$ cat src/rtl/io_n_bidir_filter.sv
// rtl/io_n_bidir_filter.sv - N-channel bidirectional pad IO with input synchroniser and debounce filter
// Optional feature macro: IO_DEBOUNCE_EN (counter-based debounce; when undefined the filter is a 1-cycle register)
module io_n_bidir_filter #(
  parameter int NUM_CH      = 2,
  parameter int SYNC_STAGES = 2,
  parameter int FILTER_CNT  = 4
) (
  input  logic                UserCLK,
  input  logic                Reset,
  input  logic [NUM_CH-1:0]   I,
  input  logic [NUM_CH-1:0]   T,
  output logic [NUM_CH-1:0]   O,
  output logic [NUM_CH-1:0]   Q,
  output logic [NUM_CH-1:0]   ChangeEvt,
  input  logic [NUM_CH-1:0]   O_top,
  output logic [NUM_CH-1:0]   I_top,
  output logic [NUM_CH-1:0]   T_top,
  input  logic [4*NUM_CH-1:0] ConfigBits
);

  // Reject illegal parameterisations at elaboration time
  if (NUM_CH < 1 || NUM_CH > 16) begin : g_bad_num_ch
    $error("io_n_bidir_filter: NUM_CH must be 1..16");
  end
  if (SYNC_STAGES < 1 || SYNC_STAGES > 4) begin : g_bad_sync_stages
    $error("io_n_bidir_filter: SYNC_STAGES must be 1..4");
  end
  if (FILTER_CNT < 1 || FILTER_CNT > 255) begin : g_bad_filter_cnt
    $error("io_n_bidir_filter: FILTER_CNT must be 1..255");
  end

  for (genvar c = 0; c < NUM_CH; c++) begin : g_ch
    // Per-channel configuration: OREG, TINV, SYNC, EDGE_EN from bit 0 upward
    logic oreg;
    logic tinv;
    logic sync_sel;
    logic edge_en;
    logic [SYNC_STAGES-1:0] sync_chain;
    logic s;
    logic filt;
    logic accept;
    logic q_reg;
    logic evt_reg;
    logic i_reg;
    logic t_reg;

    assign oreg     = ConfigBits[4*c+0];
    assign tinv     = ConfigBits[4*c+1];
    assign sync_sel = ConfigBits[4*c+2];
    assign edge_en  = ConfigBits[4*c+3];

    // Synchroniser shifts every cycle even when bypassed, so toggling SYNC finds fresh history
    always_ff @(posedge UserCLK or posedge Reset) begin
      if (Reset) begin
        sync_chain <= '0;
      end else begin
        sync_chain[0] <= O_top[c];
        for (int k = 1; k < SYNC_STAGES; k++) begin
          sync_chain[k] <= sync_chain[k-1];
        end
      end
    end

    assign s = sync_sel ? sync_chain[SYNC_STAGES-1] : O_top[c];

`ifdef IO_DEBOUNCE_EN
    localparam int CNT_W = $clog2(FILTER_CNT + 1);
    localparam logic [CNT_W-1:0] CNT_LAST = CNT_W'(FILTER_CNT - 1);
    logic [CNT_W-1:0] cnt;

    // A change is accepted on the FILTER_CNT-th consecutive disagreeing cycle
    assign accept = (s != filt) && (cnt == CNT_LAST);

    // Count consecutive disagreeing cycles; any agreement (bounce) restarts the count from zero
    always_ff @(posedge UserCLK or posedge Reset) begin
      if (Reset) begin
        filt <= 1'b0;
        cnt  <= '0;
      end else if (s == filt) begin
        cnt <= '0;
      end else if (accept) begin
        filt <= s;
        cnt  <= '0;
      end else begin
        cnt <= cnt + CNT_W'(1);
      end
    end
`else
    assign accept = (s != filt);

    // Without debounce the filtered value simply follows the selected input one cycle later
    always_ff @(posedge UserCLK or posedge Reset) begin
      if (Reset) begin
        filt <= 1'b0;
      end else begin
        filt <= s;
      end
    end
`endif

    // Delayed copy and change pulse, aligned so the pulse coincides with the new value on O
    always_ff @(posedge UserCLK or posedge Reset) begin
      if (Reset) begin
        q_reg   <= 1'b0;
        evt_reg <= 1'b0;
      end else begin
        q_reg   <= filt;
        evt_reg <= accept & edge_en;
      end
    end

    // Output-side registers always track their inputs so enabling OREG shows the last sample
    always_ff @(posedge UserCLK or posedge Reset) begin
      if (Reset) begin
        i_reg <= 1'b0;
        t_reg <= 1'b1;
      end else begin
        i_reg <= I[c];
        t_reg <= T[c] ^ tinv;
      end
    end

    assign O[c]         = filt;
    assign Q[c]         = q_reg;
    assign ChangeEvt[c] = evt_reg;
    assign I_top[c]     = oreg ? i_reg : I[c];
    assign T_top[c]     = oreg ? t_reg : (T[c] ^ tinv);
  end

endmodule

$ cat config.mk
export PLATFORM = sky130hd
export DESIGN_NAME = io_n_bidir_filter
export DESIGN_NICKNAME = d
export VERILOG_FILES = /design/src/rtl/io_n_bidir_filter.sv
export SDC_FILE = /design/constraint.sdc
export NUM_CORES = 1
export LEC_CHECK = 0
export BUFFER_PORTS_ARGS = -buffer_cell sky130_fd_sc_hd__buf_4
export CORE_AREA = 2 2 39 41
export CTS_CLUSTER_SIZE = 16
export DETAILED_ROUTE_END_ITERATION = 10
export DIE_AREA = 0 0 41 43
export PLACE_DENSITY = 0.81
export SYNTH_ARGS = -nofsm -noshare
export SYNTH_HDL_FRONTEND = slang
export SYNTH_SLANG_ARGS = --single-unit
$ cat constraint.sdc
create_clock -name UserCLK -period 1.8 [get_ports UserCLK]
set_input_delay 0.36 -clock UserCLK [delete_from_list [all_inputs] [get_ports UserCLK]]
set_output_delay 0.36 -clock UserCLK [all_outputs]
set_load 0.1 [all_outputs]
==> results of run 1 <==
-- cells in the final DEF, fill, tap and decap left out, drive strengths merged --
cell type,instances
buf,25
mux2,6
xor2,2
nand2,2
dfstp,2
dfrtp,12
clkbuf,4
nand2b,2
mux2i,2
inv,1
-- cells by family after synthesis --
logic type	Yosys count
simple gates	4
mux	8
buf+inv	7
flops	14
xor+xnor	2
-- path summary, 6_finish.rpt --
kind / from / to / cells past startpoint
max: g_ch[1].t_reg / T_top[1] / 2
min: Reset / g_ch[1].sync_chain[1] / 2
max reg2reg: g_ch[0].sync_chain[1] / g_ch[0].evt_reg / 2
min reg2reg: g_ch[1].sync_chain[0] / g_ch[1].sync_chain[1] / 0
max in group asynchronous: Reset / g_ch[0].t_reg / 2
min in group UserCLK: I[0] / g_ch[0].i_reg / 1
-- layer usage --
layer	part of all wire	wire, um	GRT usage	vias up
met3	0.12	97	0.0628	5
met5	0	0	0	-
met4	0.048	38	0.120	0
met2	0.42	330	0.153	24
met1	0.41	327	0.146	146
li1	-	-	-	152
-- worst max-delay path: stages (launching register included) --
cell and delay [ns]:
dfstp_2 0.53, mux2_2 0.14, buf_4 0.28
-- report_power, final --
part	internal, uW	total [uW]	switching, uW	leakage [uW]
Sequential	340	348	8.06	0.000163
Combinational	66.1	249	183	0.000188
Clock	123	222	98.9	0.0000210
-- synth_stat cells, drive strengths merged --
cell type  count
dfrtp         12
buf            6
mux2           6
dfstp          2
mux2i          2
nand2          2
nand2b         2
xor2           2
inv            1
-- layout make-up --
class,count,area share
flip-flops and latches,14,0.481
multi-input cells,14,0.181
repair buffers,25,0.256
well taps,16,0.0273
clock buffers,4,0.0495
inverters,1,0.00512
-- per-stage QoR --
stage | setup slack (ns) | area, um2 | util | power [uW]
floorplan | 0.414 | 534 | - | 555
global placement | 0.318 | 697 | 0.504 | 601
detailed placement | 0.296 | 697 | 0.504 | 605
CTS | 0.189 | 733 | 0.530 | 830
global route | 0.165 | 733 | 0.530 | 862
finish | 0.212 | 733 | 0.530 | 819
==> impl_results.md, run 1 <==
- Status: completed
- Post-synthesis mux area share: 0.178
- Max reg flops: 4
- Die Area: about 1800 um2
- Die W: slightly above 40 um
- Synthesized Nets: 51
- Dpl cells: 70
- Min Hold Slack: just over 0.1 ns
- Pleak: around 0.00037 uW
- DRT iter0 DRCs: 4
- Worst slew pin tran: 0.496 ns
- Worst-path maximum fanout: 1
- Clock Tree Root: clkbuf_4
- Compound-Gate Fraction of Synth Area: 0
- Core Area: between 1000 and 1500 um2
- Adder-cell area share of the yosys netlist: 0
- Post-cts sizing count: 0
- Yosys warnings: 0
- Crit Path Category: flip-flop to output pin
- Worst hold-check path type: primary input to async pin
- Largest family of logic cells by synthesized area: multiplexers
- Flops & latches, synth: 14
- Antenna violations before repair: 0
- First-pass GRT wire length: about 1400 um
- Routed WL per cell: roughly 11 um
- Die height: 43 um
- Layout fillers: around 120
- Vias in the first global route: roughly 340
- Crit path launch type: flip-flop
- DRC Markers: 0
- Area Overhead vs Synth: 37.2%
- Post-synthesis average cell area: around 15 um2
- Peak Freq: around 0.63 GHz
- Via density: roughly 4.4
- Syn Inst Count: 35
- Top cell type's share of synthesized area: 0.562
- Largest net degree at the start of global routing: 15
- Post-CTS Setup Bufs: 0
- Setup_tns: 0 ns
- Synth Area in Simple Gates: 0.0375
- Most flop-heavy register: g_ch.sync_chain
- RSZ-0062 raised after global routing: false
- Multi-input logic area: between 100 and 150 um2
- Clk_lat worst skew: about 0.28 ns
- Final number of hold-violating endpoints: 0
- Num CTS Buffers: 3
- Antenna diode count: 0
- Final std cells w/o fill: 74
- Post-synth top area cell: dfrtp_1
- Final ANT Viol Nets: 0
- Clock-pin slew on the worst setup and hold paths: 0.08 ns
- CTS tree: done
- Sequential fraction of the synthesis area: 0.660
- CP required: between 1 and 1.5 ns
- GR Overflow Total: 0
- Fin crit period: approximately 1.6 ns
- Overall Global Routing Usage: 0.125
- CTS Hold Bufs: 0
- RD Place Congestion: ~0.57
- DPL Wire Length: roughly 610 um
- Mapped cell area: 534 um2
- Max-slew violation count: 0
- Final WL: between 700 and 800 um
- Top Ports: 26
- Most area-consuming cells after synthesis: dfrtp_1 56%, dfstp_2 9.8%, buf_4 8.4%, mux2_2 8.4%, mux2_4 5.6%
- Final Cycle Share: 0.882
- Placement Rows: 14
- Vias: 327
- Power Density: 1120 nW/um2
- Skew final: a little under 0.0007 ns
- Clk buf depth: 2
- Initial Utilization: 0.386
- Synth Area in XOR/XNOR: 0.0328
- FF/Latch Area: about 350 um2
- R2R Setup Slk: 0.93 ns
- Peak VDD IR: approximately 600 uV
- Port bufs: 25
- Library cells used by synthesis: 10
- Worst rel slew slack: 0.669
- CP Capture Type: output pin
- Final setup vio count: 0
- Clk sink count: 14
- Share of cells above drive strength 1: 0.638
- # nets final: 75
- Crit path DAT: around 1.2 ns
- H-tree depth: 1
- Max-Cap Viols: 0
- Detailed Routing Iterations Pass 1: 2
No activity file was read; power rests on OpenSTA's default activity.
==> inputs of run 2 (changes only) <==
==> config.mk (replaced) <==
export PLATFORM = sky130hd
export DESIGN_NAME = io_n_bidir_filter
export DESIGN_NICKNAME = d
export VERILOG_FILES = /design/src/rtl/io_n_bidir_filter.sv
export SDC_FILE = /design/constraint.sdc
export NUM_CORES = 1
export LEC_CHECK = 0
export CORE_AREA = 2 2 39 41
export CTS_CLUSTER_DIAMETER = 30
export CTS_CLUSTER_SIZE = 16
export DETAILED_ROUTE_END_ITERATION = 10
export DIE_AREA = 0 0 41 43
export DONT_BUFFER_PORTS = 1
export GPL_ROUTABILITY_DRIVEN = 1
export PLACE_DENSITY = 0.64
export SYNTH_ARGS = -nofsm -noshare
export SYNTH_HDL_FRONTEND = slang
export SYNTH_SLANG_ARGS = --single-unit
==> run 2 against run 1 <==
Final cell count down 23%. Core utilization shrank 9.2 points. Flip-flop and latch count stayed put. Clock skew is essentially flat. Sequential share of layout area grew 10 points. First-iteration DRC count decreased by 100%. Critical path type unchanged. Largest power group unchanged.
==> impl_results.md, run 2 (same netlist as run 1, synthesis figures left out) <==
- Status: completed
- Peak Freq: 0.640 GHz (+1.6%)
- Die W: 41 um (unchanged)
- Critical Path, Cell by Cell: mux2_2, buf_4
- Worst-path maximum fanout: 1 (unchanged)
- DRC Markers: 0 (unchanged)
- Skew final: 0.000290 ns (-0.000401 ns)
- CP max-delay cell: dfstp_2
- Placed Area: 569 um2 (-18%)
- Port bufs: 0 (-100%)
- DRT iter0 DRCs: 0 (-4)
- Clk sink count: 14 (unchanged)
- Crit Path Category: flip-flop to output pin
- Commonest non-fill, non-tap cell in the layout: dfrtp_1
- Largest net degree at the start of global routing: 15 (unchanged)
- Antenna diode count: 0 (unchanged)
- CP top delay family: flip-flops
- Post-cts sizing count: 0 (unchanged)
- Max-Cap Viols: 0 (unchanged)
- Placement Rows: 14 (unchanged)
- Final std cells w/o fill: 57 (-23%)
- H-tree depth: 1 (unchanged)
- CP required: 1.44 ns (about the same)
- # nets final: 58 (-23%)
- Max reg flops: 4 (unchanged)
- Clock-pin slew on the worst setup and hold paths: 0.08 ns (about the same)
- Clock Tree Root: clkbuf_4
- Area Overhead vs Synth: 13.3%
- Crit path largest cell delay: 0.52 ns (about the same)
- Most flop-heavy register: g_ch.sync_chain
- Top Ports: 26 (unchanged)
- Fin crit period: 1.56 ns (-0.0248 ns)
- Worst slew pin tran: 0.520 ns (+0.0241 ns)
- Detailed Routing Iterations Pass 1: 1 (-1)
- Pleak: 0.000290 uW (-22%)
- Vias: 259 (-21%)
- Via density: 4.54 (+2.8%)
- First-pass GRT wire length: 1070 um (-21%)
- Final instance area: 606 um2 (-17%)
- GR Overflow Total: 0 (unchanged)
- Clk buf depth: 2 (unchanged)
- Die height: 43 um (unchanged)
- CTS Hold Bufs: 0 (unchanged)
- Crit path DAT: 1.20 ns (-0.03 ns)
- Final setup vio count: 0 (unchanged)
- Share of cells above drive strength 1: 0.488 (-0.150)
- Dpl cells: 53 (-24%)
- Die Area: 1760 um2 (unchanged)
- Crit path launch type: flip-flop
- Crit path buffers/inverters: 1 (unchanged)
- Worst rel slew slack: 0.653 (-0.0161)
- CP Capture Type: output pin
- Final ANT Viol Nets: 0 (unchanged)
- Final Cycle Share: 0.869 (-0.0138)
- Worst hold-check path type: primary input to async pin
- Final WL: 726 um (-8.6%)
- Post-CTS Setup Bufs: 0 (unchanged)
- RD Place Congestion: 0.624 (+8.9%)
- Setup_tns: 0 ns (unchanged)
- Antenna violations before repair: 0 (unchanged)
- Final number of hold-violating endpoints: 0 (unchanged)
- Overall Global Routing Usage: 0.0939 (-0.0307)
- Num CTS Buffers: 3 (unchanged)
- CTS tree: done
- Max-slew violation count: 0 (unchanged)
- Peak VDD IR: 514 uV (-14%)
- RSZ-0062 raised after global routing: false
- Initial Utilization: 0.386 (unchanged)
- Most frequent cells in the layout: 12 x dfrtp_1, 8 x buf_4, 4 x mux2_2
- Clk_lat worst skew: 0.26 ns (-0.02 ns)
- Vias in the first global route: 274 (-18%)
- Power Density: 1280 nW/um2 (+15%)
- Min Hold Slack: 0.00976 ns (-0.0914 ns)
- Routed WL per cell: 12.7 um (+19%)
- Core Area: 1380 um2 (unchanged)
## run 2: cell count changes in the layout (fill, tap and decap cells not counted)
cell	before	now
buf_4	25	8
## run 2: final timing paths
check,to,start,slack [ns],depth (start not counted)
max,T_top[1],g_ch[1].t_reg,0.24,2
min in group UserCLK,g_ch[0].i_reg,I[0],0.12,0
min reg2reg,g_ch[1].sync_chain[1],g_ch[1].sync_chain[0],0.36,0
min,g_ch[0].i_reg,Reset,0.01,1
max reg2reg,g_ch[0].evt_reg,g_ch[0].filt,0.81,3
max in group asynchronous,g_ch[1].t_reg,Reset,1.42,1
## run 2: final cells by class
| class | count | area, um2 |
|---|---|---|
| fill | 136 | 778 |
| sequential | 14 | 353 |
| tap | 16 | 20.0 |
| inverter | 1 | 3.75 |
| clock buffer | 4 | 36.3 |
| multi-input combinational | 14 | 133 |
| timing repair buffer | 8 | 60.1 |
## run 2: routing by layer
metal | vias up | GRT usage | routed length [um]
li1 | 120 | - | -
met1 | 121 | 0.0915 | 256
met2 | 18 | 0.150 | 378
met3 | 0 | 0.0419 | 91
met4 | 0 | 0.0600 | 0
met5 | - | 0 | 0
## run 2: metrics by stage
stage	utilization	power [uW]	setup WS, ns
finish	0.438	775	0.237
floorplan	-	555	0.414
global route	0.438	810	0.186
CTS	0.438	788	0.213
detailed placement	0.411	573	0.412
global placement	0.411	570	0.445
## run 2: power by group
part | switching [uW] | internal (uW) | leakage, uW
Combinational | 177 | 42.0 | 0.000106
Sequential | 5.96 | 340 | 0.000163
Clock | 88.2 | 123 | 0.0000210
Total | 271 | 504 | 0.000290
